File: src/rtl/bin_to_bcd6.sv
//==============================================================================
// Module      : bin_to_bcd6
// Description : Sequential double-dabble converter from a 20-bit binary value
//               to six registered BCD digits. Saturates above 999999 and can
//               optionally blank leading zeros for seven-segment display.
// Revision    : 1.0 - initial release
//==============================================================================
`default_nettype none

module bin_to_bcd6 #(
  parameter bit BLANK_LZ = 1'b0
) (
  input  logic       clk,
  input  logic       rst_n,
  input  logic       start,
  input  logic [19:0] bin_in,
  output logic       busy,
  output logic       done,
  output logic       overflow,
  output logic [3:0] bcd_HEX0,
  output logic [3:0] bcd_HEX1,
  output logic [3:0] bcd_HEX2,
  output logic [3:0] bcd_HEX3,
  output logic [3:0] bcd_HEX4,
  output logic [3:0] bcd_HEX5
);

  localparam logic [0:0]  S_IDLE      = 1'b0;
  localparam logic [0:0]  S_CONV      = 1'b1;
  localparam logic [4:0]  c_LAST_ITER = 5'd19;
  localparam logic [19:0] c_MAX_DEC   = 20'd999999;
  localparam logic [3:0]  c_BLANK     = 4'hF;
  localparam logic [3:0]  c_NINE      = 4'd9;
  localparam logic [3:0]  c_RST_UPPER = BLANK_LZ ? 4'hF : 4'h0;

  logic [0:0]  r_state;
  logic [0:0]  w_state_nxt;
  logic        w_accept;
  logic        w_last;
  logic        w_busy;

  logic [19:0] r_shift;
  logic [23:0] r_scratch;
  logic [4:0]  r_cnt;
  logic        r_ovf_pend;

  logic [23:0] w_adj;
  logic [23:0] w_scratch_nxt;
  logic [19:0] w_shift_nxt;
  logic [23:0] w_final;

  logic        r_done;
  logic        r_ovf;
  logic [23:0] r_dig;

  //--------------------------------------------------------------------------
  // FSM: state register
  //--------------------------------------------------------------------------
  always_ff @(posedge clk or negedge rst_n) begin
    if (!rst_n) begin
      r_state <= S_IDLE;
    end else begin
      r_state <= w_state_nxt;
    end
  end

  //--------------------------------------------------------------------------
  // FSM: next-state logic
  //--------------------------------------------------------------------------
  always_comb begin
    w_state_nxt = r_state;
    case (r_state)
      S_IDLE: begin
        if (start) begin
          w_state_nxt = S_CONV;
        end
      end
      S_CONV: begin
        if (r_cnt == c_LAST_ITER) begin
          w_state_nxt = S_IDLE;
        end
      end
      default: w_state_nxt = S_IDLE;
    endcase
  end

  //--------------------------------------------------------------------------
  // FSM: output logic
  //--------------------------------------------------------------------------
  always_comb begin
    w_busy   = 1'b0;
    w_accept = 1'b0;
    w_last   = 1'b0;
    case (r_state)
      S_IDLE: begin
        w_accept = start;
      end
      S_CONV: begin
        w_busy = 1'b1;
        w_last = (r_cnt == c_LAST_ITER);
      end
      default: begin
        w_busy = 1'b0;
      end
    endcase
  end

  //--------------------------------------------------------------------------
  // Double-dabble step: add 3 to every nibble >= 5, then shift left by one
  //--------------------------------------------------------------------------
  for (genvar gi = 0; gi < 6; gi++) begin : g_add3
    assign w_adj[gi*4 +: 4] = (r_scratch[gi*4 +: 4] >= 4'd5)
                              ? (r_scratch[gi*4 +: 4] + 4'd3)
                              : r_scratch[gi*4 +: 4];
  end

  assign w_scratch_nxt = {w_adj[22:0], r_shift[19]};
  assign w_shift_nxt   = {r_shift[18:0], 1'b0};

  //--------------------------------------------------------------------------
  // Final digit shaping: saturation wins over leading-zero blanking
  //--------------------------------------------------------------------------
  assign w_final[3:0] = r_ovf_pend ? c_NINE : w_scratch_nxt[3:0];

  for (genvar gd = 1; gd < 6; gd++) begin : g_blank
    logic w_lead_zero;
    assign w_lead_zero = ~|w_scratch_nxt[23:gd*4];
    assign w_final[gd*4 +: 4] = r_ovf_pend                  ? c_NINE  :
                                (BLANK_LZ && w_lead_zero)   ? c_BLANK :
                                w_scratch_nxt[gd*4 +: 4];
  end

  //--------------------------------------------------------------------------
  // Conversion datapath
  //--------------------------------------------------------------------------
  always_ff @(posedge clk or negedge rst_n) begin
    if (!rst_n) begin
      r_shift    <= '0;
      r_scratch  <= '0;
      r_cnt      <= '0;
      r_ovf_pend <= 1'b0;
    end else if (w_accept) begin
      r_shift    <= bin_in;
      r_scratch  <= '0;
      r_cnt      <= '0;
      r_ovf_pend <= (bin_in > c_MAX_DEC);
    end else if (w_busy) begin
      r_shift    <= w_shift_nxt;
      r_scratch  <= w_scratch_nxt;
      r_cnt      <= r_cnt + 5'd1;
    end
  end

  // Results only update on the final iteration, so partial sums never leak out.
  always_ff @(posedge clk or negedge rst_n) begin
    if (!rst_n) begin
      r_done <= 1'b0;
      r_ovf  <= 1'b0;
      r_dig  <= {{5{c_RST_UPPER}}, 4'h0};
    end else begin
      r_done <= w_last;
      if (w_last) begin
        r_dig <= w_final;
        r_ovf <= r_ovf_pend;
      end
    end
  end

  assign busy     = w_busy;
  assign done     = r_done;
  assign overflow = r_ovf;
  assign bcd_HEX0 = r_dig[3:0];
  assign bcd_HEX1 = r_dig[7:4];
  assign bcd_HEX2 = r_dig[11:8];
  assign bcd_HEX3 = r_dig[15:12];
  assign bcd_HEX4 = r_dig[19:16];
  assign bcd_HEX5 = r_dig[23:20];

endmodule

`default_nettype wire
File: config.mk
export PLATFORM = sky130hd
export DESIGN_NAME = bin_to_bcd6
export DESIGN_NICKNAME = d
export VERILOG_FILES = /design/src/rtl/bin_to_bcd6.sv
export SDC_FILE = /design/constraint.sdc
export NUM_CORES = 1
export LEC_CHECK = 0
export BUFFER_PORTS_ARGS = -buffer_cell sky130_fd_sc_hd__buf_2
export CAP_MARGIN = 20
export CORE_ASPECT_RATIO = 0.7
export CORE_MARGIN = 3
export CORE_UTILIZATION = 49
export CTS_BUF_LIST = sky130_fd_sc_hd__clkbuf_2
export DETAILED_ROUTE_END_ITERATION = 10
export PLACE_DENSITY = 0.72
export SLEW_MARGIN = 20
export SYNTH_ARGS = -nofsm -noshare
export SYNTH_HDL_FRONTEND = slang
export SYNTH_SLANG_ARGS = --single-unit
File: constraint.sdc
create_clock -name clk -period 1.55 [get_ports clk]
set_input_delay 0.155 -clock clk [delete_from_list [all_inputs] [get_ports clk]]
set_output_delay 0.155 -clock clk [all_outputs]
set_load 0.03 [all_outputs]
==> flow_summary.json, run 1 <==
{
  "status": "finished, violations left",
  "hold_viol_final": 0,
  "die_w_um": 110.6,
  "hp-class": "primary input to async pin",
  "final_cell_mix": "76 x dfrtp_1, 47 x buf_2, 33 x nand2_1, 29 x mux2i_1, 26 x o21ai_0",
  "powerDensity_nw_per_um2": 2039,
  "ir_worst_vdd_v": 0.0009759,
  "diodes": 0,
  "vias": 2995,
  "ctsHtreeMaxLevel": 3,
  "placed_cells": 506,
  "ant_nets": 0,
  "critical_path_required_ns": 1.97,
  "synth_top_area_share_pct": 51.37,
  "route.detailed.drc": 0,
  "instances_no_fill": 549,
  "synth_adder_area_share_pct": 4.336,
  "post_dp_cell_area_um2": 4260,
  "synthSimpleGateAreaFrac_pct": 12.58,
  "synthCells": 355,
  "grt_antenna_before_repair": 0,
  "syn2layout_area_growth_pct": 27.22,
  "comb_power_share_pct": 52.5,
  "synthMuxAreaShare_pct": 8.572,
  "drtIter0Drc": 181,
  "synth-xor-area-share_pct": 1.868,
  "drive_gt1_share_pct": 26.83,
  "insertion_delay_ns": 0.51,
  "p_sw_share_pct": 41.97,
  "layout_setup_ws_ns": -0.1650,
  "synthArstFlopShare_pct": 100.0,
  "worstPathArrival_ns": 2.13,
  "ctsLongestPathBuffers": 2,
  "start_kind": "register",
  "start_util_pct": 51.02,
  "rows": 26,
  "cts_sinks": 77,
  "fill_cells": 586,
  "synth_top_family_by_area": "compound AO/OA/AOI/OAI gates",
  "synth_top_area_cell": "dfrtp_1",
  "timing.final.crit_period_ns": 1.715,
  "grt_max_degree": 46,
  "multiInputGateArea_um2": 1739,
  "finalClockSkew_ns": 0.02517,
  "postLayoutCoreUtil_pct": 64.91,
  "drv_cap": 0,
  "gp_congestion": 0.8039,
  "ys_seq_elements": 77,
  "routedWlPerCell_um": 16.13,
  "viasPerCell": 5.455,
  "final_common_cell": "dfrtp_1",
  "top_usage_layer": "met2",
  "portBuffers": 49,
  "p_sw_mw": 4.083,
  "synth_edf_count": 0,
  "synthTopCellsByArea": "dfrtp_1 51%, mux2i_1 8.3%, ha_1 4.3%",
  "overflow": 0,
  "clockRootBuffer": "clkbuf_2",
  "clkTransAtPathRegs_ns": 0.21,
  "design_area_um2": 4772,
  "dp_hpwl_mm": 5.439,
  "pwr-share-seq_pct": 36.8,
  "die_h_um": 79.21,
  "ys_warn_count": 0,
  "die_area_um2": 8758,
  "failed_checks": "setup timing",
  "regArea_um2": 1928,
  "intPower_mw": 5.646,
  "p_clk_share_pct": 10.7,
  "ioPinCount": 50,
  "cts_buffers": 9,
  "met2_usage_pct": 34.87,
  "cp-end-kind": "register",
  "rsz0062_at_grt": "true",
  "clock.fmax_mhz": 583.1,
  "critPathMaxFanout": 7,
  "syn-num-nets": 391,
  "synth_top_flop_cell": "dfrtp_1",
  "slew_viol_final": 0,
  "period_share_pct": 110.6,
  "grt_pass1_vias": 3099,
  "whs_ns": 0.05581,
  "first_pass_iters": 4,
  "wl_mm": 8.855,
  "setup_viol": 26,
  "grt_usage_pct": 21.23,
  "power.total_mw": 9.728,
  "netlist_area_um2": 3751,
  "cts_tree": "done",
  "grt_pass1_wl_mm": 15.01,
  "finalNetCount": 482,
  "core_area_um2": 7352,
  "grt_use_met1_pct": 28.05,
  "max_slew_margin_pct": 71.50,
  "tightest_slew_ns": 0.4276,
  "seq_area_frac_synth_pct": 51.37,
  "synth_cell_types": 33,
  "use_met3_pct": 5.636,
  "synth_compound_area_share_pct": 16.68,
  "worstSetupPathType": "register to register",
  "p_leak_nw": 2.364,
  "syn_avg_cell_area_um2": 10.57
}
==> per-stage QoR <==
step                      setup TNS, ns  worst slack, ns
after floorplan                  -1.100         -0.06362
after global placement           -1.257         -0.08374
after detailed placement         -2.251          -0.1250
after CTS                       -0.9897         -0.07161
after global routing             -5.610          -0.2569
final                            -2.901          -0.1650
==> worst paths after layout <==
path / start / endpoint / slack [ns] / cells after the start
max in group asynchronous: rst_n / r_scratch[15] / 0.90 / 3
min in group clk: start / r_ovf_pend / 0.08 / 3
worst min register to register: r_shift[16] / r_shift[17] / 0.51 / 2
worst max-delay path: r_cnt[1] / r_dig[5] / -0.17 / 5
worst max register to register: r_cnt[1] / r_dig[5] / -0.17 / 5
worst min-delay path: rst_n / r_scratch[22] / 0.06 / 2
==> cell usage after synthesis, drive strengths merged, types with 2 or more instances <==
cell / instances
dfrtp: 77
nand2: 34
mux2i: 31
o21ai: 27
a21oi: 22
nor2: 22
a21o: 18
a22o: 14
ha: 13
inv: 13
nand2b: 13
buf: 12
nor3b: 11
clkbuf: 10
xnor2: 8
nor3: 7
a31oi: 6
a32o: 6
nand3: 2
==> kinds of logic (layout without fill, tap and decap cells) <==
logic type	after synthesis	in the layout
DFF	77	77
muxes	32	32
adders and majority gates	13	13
and+or+nand+nor	94	94
AOI/OAI and AO/OA	96	96
xor gates and xnor gates	8	8
buffers and inverters	35	131
==> repair_timing <==
action / CTS / global route
endpoints found under the hold margin: 98 / 0
endpoints found under the setup margin: 30 / 36
cloned: 2 / 0
resized for setup: 9 / 20
hold buffers: 22 / 0
pin swaps: 0 / 6
setup buffers: 0 / 3
==> worst max-delay path, stage by stage, from the launching register on <==
cell and delay (ns):
dfrtp_1 0.42, ha_2 0.20, nand3b_1 0.11, or3b_4 0.46, buf_4 0.19, a22o_1 0.23
==> power groups by stage <==
stage                     clock network, mW  logic, mW  registers, mW
after detailed placement                  0       4.58           3.55
after CTS                              1.06       4.87           3.53
final                                  1.04       5.11           3.58
after global placement                    0       4.43           3.54
after floorplan                           0       2.75           4.00
after global routing                   1.14       5.63           3.71
==> flip-flops by register name (all words and copies together) (netlist names) <==
register	count
r_scratch	24
r_ovf_pend	1
r_cnt	5
r_shift	20
r_state	1
done	1
overflow	1
r_dig	24
==> layout make-up <==
cell class | instances | area share [%]
clock inverter | 6 | 1.127
tap | 98 | 2.569
timing repair buffer | 102 | 17.33
clock buffer | 10 | 1.049
sequential | 77 | 40.40
inverter | 13 | 1.075
multi-input combinational | 243 | 36.44
==> routing by layer <==
| metal | up-vias | share of wire, % |
|---|---|---|
| li1 | 1436 | - |
| met1 | 1466 | 46 |
| met2 | 77 | 47 |
| met3 | 16 | 5.5 |
| met4 | 0 | 1.3 |
| met5 | - | 0 |
No activity file was read; power rests on OpenSTA's default activity.
==> run 2, diff against run 1 <==
MAX_ROUTING_LAYER = met4   (was not set)
==> flow_summary.json, run 2 (synthesis gave the netlist of run 1 again) <==
{
  "status": "finished, violations left",
  "failed_checks": "setup timing",
  "grt_max_degree": 46,
  "worstReg2RegEnd": "r_dig[5]",
  "pwr-share-seq_pct": 36.8,
  "diodes": 0,
  "critical_path_required_ns": 1.96,
  "hold_viol_final": 0,
  "p_sw_mw": 4.068,
  "start_kind": "register",
  "r2r_slack_ns": -0.19,
  "ctsLongestPathBuffers": 2,
  "crit_start": "r_cnt[1]",
  "top_regs": "r_dig (24), r_scratch (24), r_shift (20)",
  "p_sw_share_pct": 41.88,
  "rr_startpoint": "r_cnt[1]",
  "grt_antenna_before_repair": 0,
  "hp-class": "primary input to async pin",
  "first_pass_iters": 4,
  "fin_tns_setup_ns": -3.521,
  "cp-end-kind": "register",
  "layout_setup_ws_ns": -0.1867,
  "core_area_um2": 7352,
  "intPower_mw": 5.645,
  "rr_worst_depth": 5,
  "period_share_pct": 112.0,
  "timing.final.crit_period_ns": 1.737,
  "worstPathArrival_ns": 2.15,
  "worstSetupPathType": "register to register",
  "die_w_um": 110.6,
  "finalClockSkew_ns": 0.02449,
  "whs_ns": 0.06670,
  "vias": 3023,
  "routedWlPerCell_um": 16.09,
  "rows": 26,
  "clockRootBuffer": "clkbuf_2",
  "power.total_mw": 9.714,
  "critPathCapture": "r_dig[5]",
  "drv_cap": 0,
  "portBuffers": 49,
  "final_cell_mix": "76 x dfrtp_1, 47 x buf_2, 33 x nand2_1, 29 x mux2i_1, 26 x o21ai_0",
  "final_common_cell": "dfrtp_1",
  "finalNetCount": 482,
  "ioPinCount": 50,
  "die_h_um": 79.21,
  "rsz0062_at_grt": "true",
  "comb_power_share_pct": 52.5,
  "p_clk_share_pct": 10.6,
  "start_util_pct": 51.02,
  "cts_tree": "done",
  "grt_pass1_vias": 3106,
  "dp_hpwl_mm": 5.439,
  "grt_pass1_wl_mm": 14.97,
  "ctsHtreeMaxLevel": 3,
  "syn2layout_area_growth_pct": 27.15,
  "route.detailed.drc": 0,
  "clock.fmax_mhz": 575.8,
  "grt_use_met1_pct": 27.95,
  "top_usage_layer": "met2",
  "viasPerCell": 5.506,
  "max_slew_margin_pct": 72.41,
  "powerDensity_nw_per_um2": 2037,
  "overflow": 0,
  "p_leak_nw": 2.363,
  "wl_mm": 8.834,
  "tightest_slew_ns": 0.4139,
  "slew_viol_final": 0,
  "postLayoutCoreUtil_pct": 64.87,
  "die_area_um2": 8758,
  "grt_usage_pct": 21.78,
  "ir_worst_vdd_v": 0.0009774,
  "cts_sinks": 77,
  "insertion_delay_ns": 0.50,
  "drtIter0Drc": 163,
  "drive_gt1_share_pct": 26.61,
  "gp_congestion": 0.8156,
  "clkTransAtPathRegs_ns": 0.21,
  "setup_viol": 26,
  "met2_usage_pct": 34.99,
  "cts_buffers": 9,
  "ant_nets": 0,
  "critPathMaxFanout": 7,
  "use_met3_pct": 5.407
}
run 2: cell count changes in the layout (fill, tap and decap cells not counted):
cell	before	now
nor2_1	18	19
nor2_2	3	2
run 2: through the flow:
step,setup slack [ns],instance area [um^2],cells
floorplan,-0.06362,3764,355
global placement,-0.08374,4260,506
detailed placement,-0.1250,4260,506
CTS,-0.07161,4683,546
global route,-0.2780,4770,549
finish,-0.1867,4770,549
run 2: layout make-up:
cell class | instances | area, um^2
clock buffer | 10 | 50.05
clock inverter | 6 | 53.80
fill | 583 | 2582
inverter | 13 | 51.30
multi-input combinational | 243 | 1737
sequential | 77 | 1928
tap | 98 | 122.6
timing repair buffer | 102 | 827.0
run 2: per-layer routing:
layer,wire [um],vias up,part of all wire [%]
met5,0,-,0
met4,148,0,1.7
met3,564,18,6.4
met2,4207,84,48
met1,3913,1486,44
li1,-,1435,-
run 2: worst min path at each step:
stage,startpoint,end,slack [ns]
4_1_cts,start,r_ovf_pend,0.03
6_report,rst_n,r_scratch[22],0.07
3_5_place_dp,rst_n,r_scratch[22],0.09
5_1_grt,rst_n,r_shift[17],0.06
3_3_place_gp,rst_n,r_scratch[22],0.09
2_1_floorplan,rst_n,done,-0.14
run 2: power by group through the flow:
stage / registers (mW) / logic, mW / clock network, mW
5_1_grt: 3.71 / 5.63 / 1.13
2_1_floorplan: 4.00 / 2.75 / 0
6_report: 3.58 / 5.10 / 1.03
3_5_place_dp: 3.55 / 4.58 / 0
3_3_place_gp: 3.54 / 4.43 / 0
4_1_cts: 3.53 / 4.87 / 1.06
run 2: worst max-delay path, stage by stage (launching register included):
cell and delay (ns):
dfrtp_1 0.43, ha_2 0.21, nand3b_1 0.12, or3b_4 0.46
buf_4 0.19, a22o_1 0.23
run 2: what timing repair did:
action,in CTS,in global routing
pin swaps,0,6
gates resized for setup,9,19
cloned,2,0
endpoints found under the hold margin,98,0
endpoints found under the setup margin,30,36
hold buffers,22,0
setup buffers,0,3
